$ cat src/rtl/rr_arbiter8_32.sv
// Round-robin 8-to-1 word arbiter with a registered output stage and valid/ready hand-off.
// Each requester gets a one-cycle ack when its word is captured into the output register.
module rr_arbiter8_32 #(
  parameter int WIDTH = 32
) (
  input  logic             clk,
  input  logic             reset,
  input  logic [7:0]       req,
  input  logic [WIDTH-1:0] in0,
  input  logic [WIDTH-1:0] in1,
  input  logic [WIDTH-1:0] in2,
  input  logic [WIDTH-1:0] in3,
  input  logic [WIDTH-1:0] in4,
  input  logic [WIDTH-1:0] in5,
  input  logic [WIDTH-1:0] in6,
  input  logic [WIDTH-1:0] in7,
  output logic [7:0]       ack,
  output logic             s2,
  output logic             s1,
  output logic             s0,
  output logic [WIDTH-1:0] out,
  output logic             out_valid,
  input  logic             out_ready
);

  // state | meaning
  // IDLE  | output register empty
  // HOLD  | output register holds a word not yet accepted
  typedef enum logic {IDLE, HOLD} state_t;

  state_t           state_q, state_d;
  logic [2:0]       ptr_q, ptr_d;
  logic [2:0]       sel_q, sel_d;
  logic [WIDTH-1:0] out_q, out_d;
  logic             valid_q, valid_d;
  logic [7:0]       ack_q, ack_d;
  logic [7:0]       ereq;
  logic [2:0]       win;
  logic             found;
  logic             cap;
  logic [WIDTH-1:0] words [8];

  assign words[0] = in0;
  assign words[1] = in1;
  assign words[2] = in2;
  assign words[3] = in3;
  assign words[4] = in4;
  assign words[5] = in5;
  assign words[6] = in6;
  assign words[7] = in7;

  // A requester in its ack cycle is masked so it cannot be granted twice.
  assign ereq = req & ~ack_q;

  always_comb begin
    win   = '0;
    found = 1'b0;
    for (int k = 0; k < 8; k++) begin
      if (!found && ereq[ptr_q + 3'(k)]) begin
        win   = ptr_q + 3'(k);
        found = 1'b1;
      end
    end
  end

  assign cap = found && ((state_q == IDLE) || out_ready);

  always_comb begin
    state_d = state_q;
    ptr_d   = ptr_q;
    sel_d   = sel_q;
    out_d   = out_q;
    valid_d = valid_q;
    ack_d   = '0;
    if (cap) begin
      out_d   = words[win];
      sel_d   = win;
      ack_d   = 8'd1 << win;
      valid_d = 1'b1;
      ptr_d   = win + 3'd1;
      state_d = HOLD;
    end else if (state_q == HOLD && out_ready) begin
      valid_d = 1'b0;
      state_d = IDLE;
    end
  end

  always_ff @(posedge clk or posedge reset) begin
    if (reset) begin
      state_q <= IDLE;
      ptr_q   <= '0;
      sel_q   <= '0;
      out_q   <= '0;
      valid_q <= 1'b0;
      ack_q   <= '0;
    end else begin
      state_q <= state_d;
      ptr_q   <= ptr_d;
      sel_q   <= sel_d;
      out_q   <= out_d;
      valid_q <= valid_d;
      ack_q   <= ack_d;
    end
  end

  assign ack       = ack_q;
  assign {s2, s1, s0} = sel_q;
  assign out       = out_q;
  assign out_valid = valid_q;

endmodule

$ cat config.mk
export PLATFORM = sky130hd
export DESIGN_NAME = rr_arbiter8_32
export DESIGN_NICKNAME = d
export VERILOG_FILES = /design/src/rtl/rr_arbiter8_32.sv
export SDC_FILE = /design/constraint.sdc
export NUM_CORES = 1
export LEC_CHECK = 0
export ABC_AREA = 1
export ABC_CLOCK_PERIOD_IN_PS = 3900
export BUFFER_PORTS_ARGS = -buffer_cell sky130_fd_sc_hd__buf_2
export CAP_MARGIN = 5
export CORE_MARGIN = 8
export CORE_UTILIZATION = 42
export DETAILED_ROUTE_END_ITERATION = 8
export PLACE_DENSITY = 0.85
export SYNTH_ARGS = -nofsm -noshare
export SYNTH_HDL_FRONTEND = slang
export SYNTH_SLANG_ARGS = --single-unit
$ cat constraint.sdc
create_clock -name clk -period 3.9 [get_ports clk]
set_input_delay 0.195 -clock clk [delete_from_list [all_inputs] [get_ports clk]]
set_output_delay 0.195 -clock clk [all_outputs]
set_load 0.01 [all_outputs]
==> run metrics, run 1 <==
Tot GR Track Use 0.2500; routed vias/inst 5.037; Final nets 1529; CTS-repair resized insts 0; post-CTS setup repair buffer count 0; Worst-Margin Slew 1047 ps; Row Count 41; Starting Density 0.4271; CTS tree built; layout cells sized above 1 0.2889; GP Congestion 0.9464; clk root buf clkbuf_16; ordered list of cells on the worst path inv_2 > ha_1 > inv_1 > nand3_1 > nand2_1 > nor2_1 > a31oi_1 > inv_1 > nand3_1 > nand3_1 > nand2_4 > buf_12 > nand3_1 > nand2_1 > nand2_1 > nand2_1 > nand2_1 > nand3_1; slowest cell on the critical path dfrtp_1; buffers added on ports 310; core area 12570 um2; reg2reg start ptr_q[1]$_DFFE_PP0P_; most frequent cells in the layout nand2_1 (587), buf_2 (310), nand3_1 (193); period utilization 0.8944; Hold Path Class in -> async; total CTS buffers 5; post-route ant nets 0; Syn Inst Count 997; first-pass GRT wire length 33800 um; Critical Setup Path Class reg -> reg; Yosys warnings 0; Worst Setup SP ptr_q[1]$_DFFE_PP0P_; Avg WL per Cell 15.23 um; GR Overflow Total 0; Post-CTS Hold Buffers 0; Fmax 286.7 MHz; FF+latch count, synth 47; Crit. End Element flip-flop; HPWL after detailed placement 16970 um; Max transition margin 0.3011; Synth cell types 27; CTS Buffer Depth 2; First-pass DRT Iterations 5; final core utilization 0.5664; reg2reg path depth 18; die width 129.1 um; diode count 0; routed vias 7213; Crit path required time 4120 ps; crit path launch type flip-flop; Reg clk slew, reported paths 70 ps; clock sink count 47; first-iteration detailed-routing DRC count 572; Final min period 3488 ps; die span in y 129.1 um; DRC Markers 0; initial antenna violation count 2; # setup viols final 0; Hold Violations, Final 0; most common cell after layout, fill and taps aside nand2_1; vias in the first global route 6755; Routed WL 21800 um; Reg-to-Reg End out[30]$_DFFE_PP0P_; Reg2Reg Setup Slack 410 ps; Max FO, Critical Path 128; Layout area overhead 32.61%; CP arrival 3710 ps; setup_tns 0 ps; total nets after synthesis 1267; largest net degree at the start of global routing 129; die area 16650 um2; synthesized area 5368 um2; outcome finished, final reports clean; Avg Cell Area, Syn 5.384 um2; max cap viols 0; Critical path destination out[30]$_DFFE_PP0P_; H-tree Lvls 2; unrepaired setup endpoints after global routing false; IO Count 311; Worst path max stage delay 540 ps; skew final 5.726 ps; Clk Latency, worst-skew pair 290 ps; fin. max-slew vios 0; register area share after synthesis 0.2191
==> layer usage <==
| metal | GRT usage | share of wire |
|---|---|---|
| met4 | 0.09053 | 0.037 |
| met5 | 0 | 0.0011 |
| met2 | 0.4280 | 0.49 |
| met1 | 0.3081 | 0.40 |
| met3 | 0.04396 | 0.065 |
==> synthesized netlist by cell type <==
cell type,n,area (um2)
nor2_1,16,60.06
nand2_4,1,11.26
dfrtp_1,47,1176
inv_2,5,18.77
o221ai_1,1,8.760
o21bai_1,1,7.510
nand3_1,193,965.9
nand3_4,1,17.52
buf_6,9,101.4
xnor2_2,1,16.27
nor2_4,1,11.26
inv_1,27,101.4
nor3_1,1,5.000
nand4_1,8,50.05
nand2_1,587,2203
ha_1,3,37.54
buf_4,7,52.55
o21ai_0,7,35.03
o21ai_1,3,15.01
nand2_2,6,37.54
nor2_8,1,20.02
clkbuf_1,9,33.78
nand3_2,12,120.1
nor2_2,1,6.260
a31oi_1,2,12.51
buf_2,45,225.2
xor2_1,2,17.52
==> through the flow <==
step	cells	hold WS, ps	setup slack (ps)	cell area (um2)
after floorplan	997	380.6	893.0	5368
after global placement	1424	471.6	503.7	6922
after detailed placement	1424	475.5	492.2	6922
after CTS	1432	206.5	463.9	7118
after global routing	1432	255.6	54.38	7118
final	1432	151.7	411.9	7118
==> flip-flops by register name, summed over array words and instances, names as in the netlist <==
register,cells
ack,8
out,32
out_valid,1
ptr_q,3
sel_q,3
==> cell type report <==
cell class / instances / area, um2
clock inverters: 3 / 71.32
well taps: 172 / 215.2
inverters: 32 / 120.1
repair buffers: 325 / 1727
flip-flops and latches: 47 / 1176
multi-input cells: 848 / 3684
clock buffers: 5 / 125.1
fillers: 1270 / 5450
==> worst max-delay path: cells and delay by family, from the launching register on <==
kind | cells | cell delay, ps
flip-flops | 1 | 540
adder cells (fa/ha/maj) | 1 | 400
buffers and inverters | 4 | 850
AO/OA/AOI/OAI | 1 | 320
AND/OR/NAND/NOR | 12 | 1190
==> worst min path at each step <==
stage / from / end / slack [ps] / cells after the start
2_1_floorplan: out_ready / out_valid$_DFFE_PP0P_ / 380 / 3
3_5_place_dp: sel_q[2]$_DFFE_PP0P_ / sel_q[2]$_DFFE_PP0P_ / 480 / 2
3_3_place_gp: sel_q[1]$_DFFE_PP0P_ / sel_q[1]$_DFFE_PP0P_ / 470 / 2
5_1_grt: reset / out[1]$_DFFE_PP0P_ / 260 / 2
6_report: reset / out[1]$_DFFE_PP0P_ / 150 / 2
4_1_cts: reset / out[4]$_DFFE_PP0P_ / 210 / 2
==> logic make-up after synthesis <==
| kind of cell | synth area share |
|---|---|
| AND/OR/NAND/NOR | 0.6536 |
| buffers and inverters | 0.09930 |
| flip-flops | 0.2191 |
| AO/OA/AOI/OAI | 0.01468 |
| XOR/XNOR | 0.006295 |
| adder cells (fa/ha/maj) | 0.006994 |
Power of run 1 is not shown: default switching activity piles up to over one toggle a cycle in this logic, so the estimate is an artifact.
==> run 2: changes to the inputs <==
--- a/config.mk
+++ b/config.mk
@@ -9,10 +9,12 @@
 export ABC_CLOCK_PERIOD_IN_PS = 3900
 export BUFFER_PORTS_ARGS = -buffer_cell sky130_fd_sc_hd__buf_2
 export CAP_MARGIN = 5
-export CORE_MARGIN = 8
-export CORE_UTILIZATION = 42
+export CORE_AREA = 2 2 120 122
 export DETAILED_ROUTE_END_ITERATION = 8
-export PLACE_DENSITY = 0.85
+export DIE_AREA = 0 0 122 124
+export PLACE_DENSITY = 0.8
+export RECOVER_POWER = 50
 export SYNTH_ARGS = -nofsm -noshare
 export SYNTH_HDL_FRONTEND = slang
 export SYNTH_SLANG_ARGS = --single-unit
+export TNS_END_PERCENT = 50
==> run 2 against run 1 <==
The flow now finishes with violations (max-capacitance violations, max-slew violations). Via count barely moved. Utilization is 4.9 points lower. Worst hold slack improved by 75 ps. Sequential share of layout area barely moved. First-iteration DRC count is 25% lower. Count of clock-buffer cells in the layout stayed put. Highest routed layer is now met4.
==> run metrics, run 2 (synthesized netlist as in run 1, its figures left out) <==
Post-Layout Inst Area 7098 um2 (-0.28%); Max transition margin -0.2153 (-0.5164); Final min period 3629 ps (+140.8 ps); CTS Buffer Depth 2 (unchanged); outcome complete, but fails checks; Hold Violations, Final 0 (unchanged); die width 122 um (-5.5%); largest net degree at the start of global routing 70 (-46%); most common cell after layout, fill and taps aside nand2_1; GP Congestion 0.9077 (-4.1%); Avg WL per Cell 14.54 um (-4.5%); fin. max-slew vios 48 (+48); buffers added on ports 310 (unchanged); clk root buf clkbuf_16; Row Count 43 (+4.9%); placed cells 1429 (+0.35%); unrepaired setup endpoints after global routing false; Reg2Reg Setup Slack 270 ps (-140 ps); Clk Latency, worst-skew pair 290 ps (about the same); max reg flops 32 (unchanged); hold_sp out_ready; Area after DPL 6922 um2 (unchanged); Worst-Margin Slew 1821 ps (+774.1 ps); clock sink count 47 (unchanged); post-route ant nets 0 (unchanged); first-iteration detailed-routing DRC count 429 (-25%); Final nets 1527 (-0.13%); reg2reg path depth 13 (-5); core area 13720 um2 (+9.2%); Reg-to-Reg End out[23]$_DFFE_PP0P_; die span in y 124 um (-3.9%); vias in the first global route 6251 (-7.5%); layout cells sized above 1 0.2695 (-0.01941); CTS tree built; HPWL after detailed placement 16270 um (-4.1%); most frequent cells in the layout nand2_1 (587), buf_2 (288), nand3_1 (193); first-pass GRT wire length 31260 um (-7.5%); First-pass DRT Iterations 5 (unchanged); Crit path required time 4120 ps (about the same); Critical Setup Path Class reg -> reg; Max FO, Critical Path 16 (-88%); Fmax 275.6 MHz (-3.9%); # fillers 1510 (+19%); violated checks max-capacitance violations, max-slew violations; IO Count 311 (unchanged); initial antenna violation count 0 (-2); skew final 4.873 ps (-0.8531 ps); Reg clk slew, reported paths 70 ps (about the same); Worst Hold Slack 226.3 ps (+74.66 ps); setup_tns 0 ps (unchanged); Hold Path Cell Cnt 4; Routed WL 20930 um (-4.0%); die area 15130 um2 (-9.2%); Tot GR Track Use 0.2623 (+0.01239); Layout area overhead 32.24%; H-tree Lvls 2 (unchanged); reg2reg start ptr_q[0]$_DFFE_PP0P_; Hold Path Class in -> reg; max cap viols 1 (+1); CP arrival 3850 ps (+140 ps); total CTS buffers 5 (unchanged); # setup viols final 0 (unchanged); DRC Markers 0 (unchanged); routed vias/inst 5.008 (-0.57%); period utilization 0.9305 (+0.03610); routed vias 7207 (-0.083%); Starting Density 0.3912 (-0.03583); Crit. End Element flip-flop; crit path launch type flip-flop; GR Overflow Total 0 (unchanged); Post-CTS Hold Buffers 0 (unchanged); Finished Layout Cells 1439 (+0.49%); WHS Endpoint out_valid$_DFFE_PP0P_
[run 2: cell type report]
type / count / area [um2] / area share
antenna: 1 / 2.502 / 0.0003525
multi-input combinational: 849 / 3690 / 0.5198
timing repair buffer: 322 / 1689 / 0.2380
clock buffer: 5 / 125.1 / 0.01763
tap: 180 / 225.2 / 0.03173
sequential: 47 / 1176 / 0.1657
clock inverter: 3 / 67.56 / 0.009519
inverter: 32 / 122.6 / 0.01727
[run 2: worst max-delay path by stage]
stage / from / to / slack (ps) / cells after the start
after floorplan: ptr_q[0]$_DFFE_PP0P_ / ptr_q[2]$_DFFE_PP0P_ / 890 / 22
after global placement: ptr_q[0]$_DFFE_PP0P_ / out[28]$_DFFE_PP0P_ / 450 / 18
after detailed placement: ptr_q[0]$_DFFE_PP0P_ / ack[3]$_DFF_PP0_ / 330 / 13
after CTS: ptr_q[0]$_DFFE_PP0P_ / ack[3]$_DFF_PP0_ / 310 / 13
after global routing: ptr_q[0]$_DFFE_PP0P_ / out[30]$_DFFE_PP0P_ / 40 / 13
final: ptr_q[0]$_DFFE_PP0P_ / out[23]$_DFFE_PP0P_ / 270 / 13
[run 2: routing by layer]
layer	vias up	global-route usage	wire (um)
met1	3239	0.3268	8501
met2	279	0.4787	10820
li1	3664	-	-
met5	-	0	0
met3	25	0.03342	1212
met4	0	0.06609	397
[run 2: worst max-delay path, cell delays in order (launching register included)]
cell and delay (ps):
dfrtp_1 560, inv_2 220, ha_1 440, inv_1 190
nand3_1 120, nand2_1 90, nor2_1 60, a31oi_1 310
nand4_1 240, o21ai_1 200, nand2_1 200, nor2_2 690
nand2_1 130, nand3_1 110
[run 2: what timing repair did]
action                     in CTS  in global routing
setup endpoints to repair       0                  9
buffers inserted                0                  0
resized for setup               0                  2
[run 2: metrics by stage]
stage | setup WS [ps] | util
final | 271.1 | 0.5174
after detailed placement | 331.7 | 0.5045
after global placement | 448.5 | 0.5045
after floorplan | 893.0 | -
after CTS | 307.1 | 0.5186
after global routing | 35.59 | 0.5172
Power of run 2 is left out for the same reason.
==> run 3: changes to the inputs <==
--- a/config.mk
+++ b/config.mk
@@ -6,7 +6,7 @@
 export NUM_CORES = 1
 export LEC_CHECK = 0
 export ABC_AREA = 1
-export ABC_CLOCK_PERIOD_IN_PS = 3900
+export ABC_CLOCK_PERIOD_IN_PS = 4200
 export BUFFER_PORTS_ARGS = -buffer_cell sky130_fd_sc_hd__buf_2
 export CAP_MARGIN = 5
 export CORE_AREA = 2 2 120 122
==> constraint.sdc (replaced) <==
create_clock -name clk -period 4.2 [get_ports clk]
set_input_delay 0.21 -clock clk [delete_from_list [all_inputs] [get_ports clk]]
set_output_delay 0.21 -clock clk [all_outputs]
set_load 0.01 [all_outputs]
==> run 3 against run 2 <==
The flow still finishes with violations (max-capacitance violations, max-slew violations). Clock skew grew 1.2 ps. Sequential cell count is the same. Non-clock buffer count shrank 1. Highest routed layer is now met5. Worst hold slack gained 34 ps. Die area is the same. Global-route usage grew 0.29 points. Sequential share of layout area grew 0.14 points. Routed wire length shrank 0.27%.
==> run metrics, run 3 (synthesized netlist as in run 1, its figures left out) <==
Hold Path Cell Cnt 4 (unchanged); Hold Path Class in -> reg; skew final 6.096 ps (+1.223 ps); First-pass DRT Iterations 7 (+2); CTS-repair resized insts 0 (unchanged); reg2reg path depth 15 (+2); reg2reg start ptr_q[0]$_DFFE_PP0P_; Crit path required time 4370 ps (+250 ps); GP Congestion 0.8858 (-2.4%); hold_sp out_ready; die width 122 um (unchanged); IO Count 311 (unchanged); die span in y 124 um (unchanged); unrepaired setup endpoints after global routing false; Row Count 43 (unchanged); buffers added on ports 310 (unchanged); clock sink count 47 (unchanged); max cap viols 1 (unchanged); outcome complete, but fails checks; clk root buf clkbuf_16; Layout area overhead 31.10%; most frequent cells in the layout nand2_1 (587), buf_2 (288), nand3_1 (193); Final min period 3828 ps (+198.8 ps); first-pass GRT wire length 31630 um (+1.2%); Post-CTS Hold Buffers 0 (unchanged); period utilization 0.9114 (-0.01912); Reg-to-Reg End out[17]$_DFFE_PP0P_; Reg clk slew, reported paths 70 ps (about the same); # fillers 1482 (-1.9%); Clk Latency, worst-skew pair 290 ps (about the same); die area 15130 um2 (unchanged); # setup viols final 0 (unchanged); initial antenna violation count 1 (+1); Worst Setup SP ptr_q[0]$_DFFE_PP0P_; layout cells sized above 1 0.2683 (-0.001163); fin. max-slew vios 48 (unchanged); most common cell after layout, fill and taps aside nand2_1; setup_tns 0 ps (unchanged); Hold Violations, Final 0 (unchanged); post-CTS setup repair buffer count 0 (unchanged); max reg flops 32 (unchanged); violated checks max-capacitance violations, max-slew violations; Reg2Reg Setup Slack 370 ps (+100 ps); Worst-Margin Slew 1795 ps (-25.64 ps); Routed WL 20870 um (-0.27%); Final nets 1525 (-0.13%); Tot GR Track Use 0.2653 (+0.002929); diode count 0 (-1); Fmax 261.3 MHz (-5.2%); CP arrival 4000 ps (+150 ps); placed cells 1428 (-0.070%); HPWL after detailed placement 16310 um (+0.27%); routed vias/inst 5.050 (+0.83%); largest net degree at the start of global routing 72 (+2.9%); CTS Buffer Depth 2 (unchanged); H-tree Lvls 2 (unchanged); Avg WL per Cell 14.53 um (about the same); WHS Endpoint out_valid$_DFFE_PP0P_; DRC Markers 0 (unchanged); core area 13720 um2 (unchanged); Critical Setup Path Class reg -> reg; CTS tree built; Crit. End Element flip-flop; Max transition margin -0.1982 (+0.01711); routed vias 7252 (+0.62%); GR Overflow Total 0 (unchanged); vias in the first global route 6338 (+1.4%); total CTS buffers 5 (unchanged); Finished Layout Cells 1436 (-0.21%); first-iteration detailed-routing DRC count 459 (+7.0%); post-route ant nets 0 (unchanged); crit path launch type flip-flop; Starting Density 0.3912 (unchanged); Max FO, Critical Path 54 (+38)
## run 3: cell count changes in the layout (fill, tap and decap cells not counted), sizes merged
cell,before,now
nor2,20,19
buf,300,299
clkinv,0,2
diode,1,0
bufinv,2,0
## run 3: metal layers
metal	vias to the layer above	share of wire	GRT usage
li1	3662	-	-
met2	327	0.51	0.4853
met4	2	0.027	0.07615
met3	35	0.069	0.03251
met5	-	0.00057	0
met1	3226	0.39	0.3267
## run 3: per-stage QoR
step                cell area [um2]  setup WS (ps)    util  hold slack [ps]
global route                   7037          104.9  0.5129            302.3
floorplan                      5368           1193       -            395.6
finish                         7037          372.3  0.5129            260.8
global placement               6914          421.7  0.5040            466.9
detailed placement             6914          446.4  0.5040            475.6
CTS                            7064          427.0  0.5149            197.8
## run 3: cell type report
type | count | area, um2 | area share
Clock buffer | 5 | 125.1 | 0.01778
Clock inverter | 3 | 25.02 | 0.003556
Inverter | 32 | 120.1 | 0.01707
Multi-Input combinational cell | 848 | 3684 | 0.5235
Sequential cell | 47 | 1176 | 0.1671
Tap cell | 180 | 225.2 | 0.03201
Timing Repair Buffer | 321 | 1682 | 0.2390
## run 3: worst max path at each step
stage                            to  cells after the start
2_1_floorplan  ptr_q[2]$_DFFE_PP0P_                     22
3_3_place_gp    out[12]$_DFFE_PP0P_                     15
3_5_place_dp    out[21]$_DFFE_PP0P_                     16
4_1_cts         out[12]$_DFFE_PP0P_                     16
5_1_grt         out[11]$_DFFE_PP0P_                     16
6_report        out[17]$_DFFE_PP0P_                     15
## run 3: critical path: stages (launching register included)
cell and delay (ps):
dfrtp_1 560, inv_2 220, ha_1 450, inv_1 220, nand3_1 100, nand2_1 120, nor2_1 100, a31oi_1 350
nor3_1 120, nand2_1 120, nand4_1 530, buf_12 430, nand2_1 100, nand2_1 100, nand2_1 90, nand3_1 70
Power of run 3 is left out for the same reason.
